## config.mk

```make
export PLATFORM = sky130hd
export DESIGN_NAME = uart_tx_sched
export DESIGN_NICKNAME = d
export VERILOG_FILES = /design/src/rtl/uart_pkg.sv /design/src/rtl/uart_tx_sched_rr_arbiter.sv /design/src/rtl/uart_tx_sched.sv
export SDC_FILE = /design/constraint.sdc
export NUM_CORES = 1
export LEC_CHECK = 0
export ABC_CLOCK_PERIOD_IN_PS = 4019
export CAP_MARGIN = 20
export CORE_MARGIN = 1.5
export CORE_UTILIZATION = 46
export DETAILED_ROUTE_END_ITERATION = 12
export DONT_BUFFER_PORTS = 1
export HOLD_SLACK_MARGIN = 0.06
export PLACE_DENSITY = 0.62
export SLEW_MARGIN = 30
export SYNTH_ARGS = -nofsm -noshare
export SYNTH_HDL_FRONTEND = slang
export SYNTH_HIERARCHICAL = 1
export SYNTH_SLANG_ARGS = --single-unit
```

## constraint.sdc

```tcl
create_clock -name clk -period 4.02 [get_ports clk]
set_clock_uncertainty 0.15 [all_clocks]
set_input_delay 0.603 -clock clk [delete_from_list [all_inputs] [get_ports clk]]
set_output_delay 0.603 -clock clk [all_outputs]
set_load 0.01 [all_outputs]
```

## src/rtl/uart_pkg.sv

```systemverilog
// Shared types and defaults for the UART transmit scheduler.
// Optional packet lock is enabled by defining UART_TX_SCHED_LOCK_EN.
package uart_pkg;

  typedef enum logic [1:0] {IDLE, LOAD, WAIT} tx_sched_state_t;

  localparam int FRAME_WD_DEF = 8;

endpackage

```

## src/rtl/uart_tx_sched_rr_arbiter.sv

```systemverilog
// Combinational round-robin picker: the first eligible requester at or after
// ptr_i wins, and the search wraps from N-1 back to 0.
module rr_arbiter #(
  parameter int N  = 4,
  parameter int IW = 2
) (
  input  logic [N-1:0]  elig_i,
  input  logic [IW-1:0] ptr_i,
  output logic [N-1:0]  gnt_o,
  output logic [IW-1:0] idx_o,
  output logic          any_o
);

  always_comb begin
    int c;
    c     = 0;
    gnt_o = '0;
    idx_o = '0;
    any_o = 1'b0;
    for (int k = 0; k < N; k++) begin
      // Explicit wrap so non-power-of-two N never indexes past N-1.
      c = int'(ptr_i) + k;
      if (c >= N) c = c - N;
      if (!any_o && elig_i[c]) begin
        any_o    = 1'b1;
        gnt_o[c] = 1'b1;
        idx_o    = IW'(c);
      end
    end
  end

endmodule

```

## src/rtl/uart_tx_sched.sv

```systemverilog
// Shares one UART transmitter among NUM_REQ byte streams, one frame at a time.
// Define UART_TX_SCHED_LOCK_EN to keep the grant until a req_last byte is accepted.
module uart_tx_sched
  import uart_pkg::*;
#(
  parameter int NUM_REQ  = 4,
  parameter int FRAME_WD = FRAME_WD_DEF
) (
  input  logic                         clk,
  input  logic                         rst,
  input  logic [NUM_REQ-1:0]           req_valid,
  input  logic [NUM_REQ*FRAME_WD-1:0]  req_data,
  input  logic [NUM_REQ-1:0]           req_last,
  output logic [NUM_REQ-1:0]           req_ready,
  output logic                         tx_frame_en,
  output logic [FRAME_WD-1:0]          tx_data_frame,
  input  logic                         tx_done,
  output logic [$clog2(NUM_REQ)-1:0]   grant_id,
  output logic                         busy
);

  localparam int IW = $clog2(NUM_REQ);
  localparam logic [IW-1:0] LAST_ID = IW'(NUM_REQ - 1);

  tx_sched_state_t     state_q, state_d;
  logic [IW-1:0]       rr_ptr_q, rr_ptr_d;
  logic [IW-1:0]       gid_q, gid_d;
  logic [FRAME_WD-1:0] data_q, data_d;

  logic [NUM_REQ-1:0]  elig, gnt;
  logic [IW-1:0]       win;
  logic                win_any;
  logic                hold_ptr;
  logic [NUM_REQ-1:0]  cand;

`ifdef UART_TX_SCHED_LOCK_EN
  logic lock_q, lock_d;
  assign cand     = lock_q ? (req_valid & (NUM_REQ'(1) << gid_q)) : req_valid;
  assign hold_ptr = lock_q;
`else
  logic unused_last;
  assign unused_last = ^req_last;
  assign cand        = req_valid;
  assign hold_ptr    = 1'b0;
`endif

  assign elig = (state_q == IDLE) ? cand : '0;

  rr_arbiter #(.N(NUM_REQ), .IW(IW)) u_arb (
    .elig_i (elig),
    .ptr_i  (rr_ptr_q),
    .gnt_o  (gnt),
    .idx_o  (win),
    .any_o  (win_any)
  );

  always_comb begin
    state_d     = state_q;
    rr_ptr_d    = rr_ptr_q;
    gid_d       = gid_q;
    data_d      = data_q;
    tx_frame_en = 1'b0;
`ifdef UART_TX_SCHED_LOCK_EN
    lock_d      = lock_q;
`endif
    case (state_q)
      IDLE: begin
        // elig is already gated by req_valid, so a winner means a handshake.
        if (win_any) begin
          data_d  = req_data[int'(win)*FRAME_WD +: FRAME_WD];
          gid_d   = win;
          state_d = LOAD;
`ifdef UART_TX_SCHED_LOCK_EN
          lock_d  = ~req_last[win];
`endif
        end
      end
      LOAD: begin
        tx_frame_en = 1'b1;
        state_d     = WAIT;
      end
      WAIT: begin
        if (tx_done) begin
          state_d = IDLE;
          if (!hold_ptr) rr_ptr_d = (gid_q == LAST_ID) ? '0 : gid_q + 1'b1;
        end
      end
      default: state_d = IDLE;
    endcase
  end

  always_ff @(posedge clk) begin
    if (rst) begin
      state_q  <= IDLE;
      rr_ptr_q <= '0;
      gid_q    <= '0;
      data_q   <= '0;
`ifdef UART_TX_SCHED_LOCK_EN
      lock_q   <= 1'b0;
`endif
    end else begin
      state_q  <= state_d;
      rr_ptr_q <= rr_ptr_d;
      gid_q    <= gid_d;
      data_q   <= data_d;
`ifdef UART_TX_SCHED_LOCK_EN
      lock_q   <= lock_d;
`endif
    end
  end

  assign req_ready     = gnt;
  assign tx_data_frame = data_q;
  assign grant_id      = gid_q;
  assign busy          = (state_q != IDLE);

endmodule

```

==> Word level (Yosys, flattened, before mapping) <==
Index checks and enable logic that the tools add are counted.
{ "word_totals": {"regBits": 14, "in_bits": 43, "elab_cells": 90} }
{ "op_classes": {"n_addsub": 8, "order_cmp": 12, "n_eq_ne": 5, "shifts": 1, "mux": 42, "n_bitwise": 3, "reduce_logical": 15} }
{ "ops": {"columns": ["op", "count"], "rows": [
  ["32-bit by 1-bit greater-or-equal comparator with 1-bit output (second input constant)", 4],
  ["32-bit by 4-bit < comparator with 1-bit output (second input constant)", 4],
  ["32-bit two-way mux", 4],
  ["32-bit by 4-bit greater-or-equal comparator with 1-bit output (second input constant)", 3],
  ["32-bit by 4-bit subtractor with 32-bit output (second input constant)", 3],
  ["32-bit by 6-bit variable part select with 8-bit output", 1],
  ["4-bit two-way mux", 5],
  ["1-bit two-way mux", 17],
  ["2-bit two-way mux", 7],
  ["4-bit OR", 3],
  ["1-bit binary-select mux with 2-bit select", 4],
  ["1-bit demux with 2-bit select", 4],
  ["1-bit logical AND", 7],
  ["2-bit by 2-bit adder with 3-bit output (second input constant)", 2],
  ["2-bit one-hot mux with 3 select lines", 1],
  ["2-bit AND reduction", 3],
  ["2-bit == test (second input constant)", 2],
  ["2-bit by 3-bit subtractor with 4-bit output (second input constant)", 1],
  ["2-bit by 1-bit adder with 3-bit output (second input constant)", 1],
  ["2-bit by 3-bit greater-or-equal comparator with 1-bit output (second input constant)", 1],
  ["1-bit logical NOT", 3],
  ["2-bit by 1-bit adder with 2-bit output (second input constant)", 1],
  ["2-bit by 1-bit == test with 1-bit output (second input constant)", 1],
  ["2-bit logical NOT", 1],
  ["other kinds (3)", 3]
]} }

==> Logic depth before layout (Yosys ltp) <==
{ "logic_depth": {"word_depth": 17, "ltp_mapped": 12} }

==> Cells and area by module <==
The synthesis kept the hierarchy.
{ "modules_own_cells": {"columns": ["mod", "n_inst", "cells_each", "area_each_um2", "seq_area_each_um2"], "rows": [
  ["uart_tx_sched", 1, 76, 740.7, 280.3],
  ["rr_arbiter", 1, 48, 460.4, 0.0]
]} }

==> Least setup slack after synthesis <==
Ideal clock, no wire load.
{ "synth_timing": {"path_kind": "input to register", "from": "in req_valid[2]", "to": "reg data_q[0], in the netlist tx_data_frame[0]", "setup_ns": 0.132, "arrival_time_ns": 2.644, "required_time_ns": 3.738, "slack_ns": 1.094, "cell_stages": 8, "path_cell_list": "and2_1 mux4_1 clkbuf_1 o31ai_1 buf_6 mux4_2 nand2_1 a21oi_1"} }
{ "synth_between": {"elab_chain_len": 15, "elab_cells_between_ends": 29} }
{ "synth_lines": {"columns": ["item", "line", "source"], "rows": [
  ["start, declared", "uart_tx_sched.sv:11", "input logic [NUM_REQ-1:0] req_valid,"],
  ["4-bit two-way mux (*)", "uart_tx_sched.sv:47", "assign elig = (state_q == IDLE) ? cand : '0;"],
  ["1-bit binary-select mux with 2-bit select", "uart_tx_sched_rr_arbiter.sv:24", "if (!any_o && elig_i[c]) begin"],
  ["1-bit two-way mux (implied by the code) (2 in a row)", "uart_tx_sched_rr_arbiter.sv:24", null],
  ["1-bit two-way mux", "uart_tx_sched_rr_arbiter.sv:24", null],
  ["1-bit logical NOT", "uart_tx_sched_rr_arbiter.sv:24", null],
  ["1-bit logical AND", "uart_tx_sched_rr_arbiter.sv:24", null],
  ["1-bit two-way mux", "uart_tx_sched_rr_arbiter.sv:24", null],
  ["1-bit logical NOT", "uart_tx_sched_rr_arbiter.sv:24", null],
  ["1-bit logical AND", "uart_tx_sched_rr_arbiter.sv:24", null],
  ["1-bit two-way mux", "uart_tx_sched_rr_arbiter.sv:24", null],
  ["1-bit logical NOT", "uart_tx_sched_rr_arbiter.sv:24", null],
  ["1-bit logical AND", "uart_tx_sched_rr_arbiter.sv:24", null],
  ["2-bit two-way mux (*)", "uart_tx_sched_rr_arbiter.sv:24", null],
  ["via win[0]", "uart_tx_sched.sv:31", "logic [IW-1:0] win;"],
  ["32-bit by 6-bit variable part select with 8-bit output (*)", "uart_tx_sched.sv:70", "data_d = req_data[int'(win)*FRAME_WD +: FRAME_WD];"],
  ["end signal, assigned", "uart_tx_sched.sv:105", "data_q <= data_d;"],
  ["end, declared", "uart_tx_sched.sv:28", "logic [FRAME_WD-1:0] data_q, data_d;"]
]} }
Mark *: on every way through the listed nets, which the timed path passes. The rest lies on a longest branch. The select of a mux whose other input is x is not followed.
A chain may end at the register's enable or synchronous reset.

==> Worst setup path after layout <==
{ "layout_timing": {"from": "reg state_q[1]", "to": "out req_ready[1]"} }
{ "layout_between": {"elab_chain_len": 15, "elab_cells_between_ends": 30} }
{ "layout_lines": {"columns": ["item", "line", "source"], "rows": [
  ["start, declared", "uart_tx_sched.sv:25", "tx_sched_state_t state_q, state_d;"],
  ["start signal, assigned", "uart_tx_sched.sv:102", "state_q <= state_d;"],
  ["2-bit logical NOT (*)", "uart_tx_sched.sv:47", null],
  ["4-bit two-way mux (*)", "uart_tx_sched.sv:47", null],
  ["via elig[2]", "uart_tx_sched.sv:30", "logic [NUM_REQ-1:0] elig, gnt;"],
  ["1-bit binary-select mux with 2-bit select", "uart_tx_sched_rr_arbiter.sv:24", null],
  ["1-bit two-way mux (implied by the code) (2 in a row)", "uart_tx_sched_rr_arbiter.sv:24", null],
  ["1-bit two-way mux", "uart_tx_sched_rr_arbiter.sv:24", null],
  ["1-bit logical NOT", "uart_tx_sched_rr_arbiter.sv:24", null],
  ["1-bit logical AND", "uart_tx_sched_rr_arbiter.sv:24", null],
  ["1-bit two-way mux", "uart_tx_sched_rr_arbiter.sv:24", null],
  ["1-bit logical NOT", "uart_tx_sched_rr_arbiter.sv:24", null],
  ["1-bit logical AND", "uart_tx_sched_rr_arbiter.sv:24", null],
  ["1-bit two-way mux", "uart_tx_sched_rr_arbiter.sv:24", null],
  ["1-bit logical NOT", "uart_tx_sched_rr_arbiter.sv:24", null],
  ["1-bit logical AND", "uart_tx_sched_rr_arbiter.sv:24", null],
  ["4-bit two-way mux (*)", "uart_tx_sched_rr_arbiter.sv:24", null],
  ["end, declared", "uart_tx_sched.sv:14", "output logic [NUM_REQ-1:0] req_ready,"]
]} }
Marks and branches as above.

==> flow_summary.yaml <==
global_route:
  antenna_found_initial: 0
  track_usage: 0.176
  grt_pass1_vias: 858
  grt_remaining_overflow: 0
  grt_pass1_wl_mm: 3.60
  grt_max_degree: 15
worst_setup_path:
  cp.arrival_ns: 2.58
  path_class: "flip-flop to output port"
  r2r-start: "state_q[1]$_SDFFE_PP0P_"
  startpoint_type: "flip-flop"
  startpoint: "state_q[1]$_SDFFE_PP0P_"
  cp_data_required_time_ns: 3.27
  critPathCaptureType: "output port"
  cp_max_fo: 13
floorplanning:
  core_um2: 2480
  ioPinCount: 59
  rows: 18
  die_area_um2: 2930
  die_height_um: 54.1
  start_util: 0.485
  die_w_um: 54.1
flow_run:
  drv_cap: 0
sta:
  fmax_mhz: 300
  report.final.slew_viol_count: 0
  tns_ns: 0
  hold_viol: 0
  timing.final.ws_setup_ns: 0.690
  setup_viol: 0
  final.period_utilization: 0.828
  slew_headroom: 0.623
  tightest_slew_ns: 0.563
  rsz0062_at_grt: "false"
  post-route-min-period_ns: 3.33
layout:
  drive_gt1_frac: 0.177
  diodes: 0
  finalInstanceArea_um2: 1250
  nNetsFinal: 177
  final_cell_mix: "nand2_1, dfxtp_1, a21oi_1"
  num-fill-cells: 235
  stdcell_count: 154
  syn2layout_area_growth_pct: 3.96
  layout_commonest_cell: "nand2_1"
drt:
  vias: 946
  route.antenna.remaining_nets: 0
  vias_per_cell: 6.14
  drc: 0
  wl_met1_mm: 1.02
  drtIter0Drc: 11
  wl_per_cell_um: 16.3
  top_layer: "met3"
  wirelength_mm: 2.51
  met3_wirelength_um: 184
  dr.pass1.iters: 6
  wl_met2_mm: 1.30
synthesis:
  syn_inst: 124
  synth_area_leaders: "dfxtp_1, mux4_2, ha_1"
  syn_area_um2: 1200
  ys.flop_type: "dfxtp_1"
  avgSynthCellArea_um2: 9.69
  synth-edff-count: 0
  yosysWarningCount: 6
  syn_nets: 176
  synth.distinct_cells: 32
  ys_async_sr_fraction: 0
  synth.top_cell.area_share: 0.233
  synth_seq_area_share: 0.233
  yosys.area.top_type: "dfxtp_1"
  ys_seq_elements: 14
clocking:
  cts_tree: "yes"
  postCtsHoldBufs: 0
  cts_setup_buffers: 0
  clock_path_buffers: 2
  cts_resized: 0
  clk_pin_slew_ns: 0.09
  clock_latency_ns: 0.28
  cts_root_buf: "clkbuf_4"
  numCtsBuffers: 3
  cts.sinks: 14
  h-tree-depth: 1
placed_design:
  gp_congestion: 0.792
  port_buffers: 0
  postPlaceCellArea_um2: 1210
  placed_cells: 150
  place_ws_ns: 0.779
  dp_hpwl_mm: 1.94
min_path:
  hp-class: "primary input to flip-flop"
  worstHoldStart: "rst"
status:
  outcome: "complete, no violations"
pwr:
  power_mw: 0.898
  power.density_nw_per_um2: 719
  p_leak_nw: 0.461
  ir_drop_uv: 494
[registers in the layout, summed over array words and instances (netlist names)]
name and cells:
tx_data_frame 8, grant_id 2, rr_ptr_q 2, state_q 2
[Yosys cell counts, types with 2 or more instances]
cell	instances
o21ai_0	5
mux2_2	2
mux4_1	3
and2_1	4
a22oi_1	8
mux4_2	9
mux2i_1	2
ha_1	9
clkbuf_1	2
buf_6	3
nand2_1	22
inv_1	5
dfxtp_1	14
a21oi_1	12
nor2_1	7
[worst paths after layout]
check	slack (ns)	cells past startpoint	end
hold reg to reg	0.35	2	tx_data_frame[6]$_SDFFE_PP0P_
hold / removal	0.23	1	tx_data_frame[6]$_SDFFE_PP0P_
setup / recovery	0.69	6	req_ready[1]
setup reg to reg	0.81	9	tx_data_frame[2]$_SDFFE_PP0P_
[stage by stage]
step | util | hold WS, ns
floorplan | - | 0.324
global placement | 0.489 | 0.337
detailed placement | 0.489 | 0.339
CTS | 0.504 | 0.222
global route | 0.504 | 0.200
finish | 0.504 | 0.227
[final cells by class]
class	count	area, um2	area share
Inverter	5	18.8	0.0150
Multi-Input combinational cell	98	853	0.683
Clock buffer	4	36.3	0.0291
Sequential cell	14	280	0.224
Tap cell	30	37.5	0.0301
Timing Repair Buffer	3	22.5	0.0180
[per-layer routing]
| metal | GRT usage | up-vias |
|---|---|---|
| met1 | 0.194 | 444 |
| met5 | 0 | - |
| met4 | 0.0250 | 0 |
| li1 | - | 459 |
| met3 | 0.0722 | 0 |
| met2 | 0.321 | 43 |
[power by group]
part	total [mW]	internal, mW	switching, mW
Sequential	0.265	0.197	0.0676
Clock	0.100	0.0551	0.0454
Combinational	0.533	0.243	0.290
[worst max-delay path, stage by stage (launching register included)]
cell,delay [ns]
dfxtp_1,0.41
nor2_1,0.12
and2_1,0.22
mux4_1,0.74
nor4b_4,0.49
a22oi_1,0.12
o21ai_0,0.18
[kinds of logic after synthesis]
logic type / Yosys count / share of synthesized area
fa+ha+maj: 9 / 0.0938
flops: 14 / 0.233
buf+inv: 12 / 0.0604
simple gates: 44 / 0.194
mux: 16 / 0.270
compound gates: 29 / 0.149
Power figures use the tool's default switching activity.
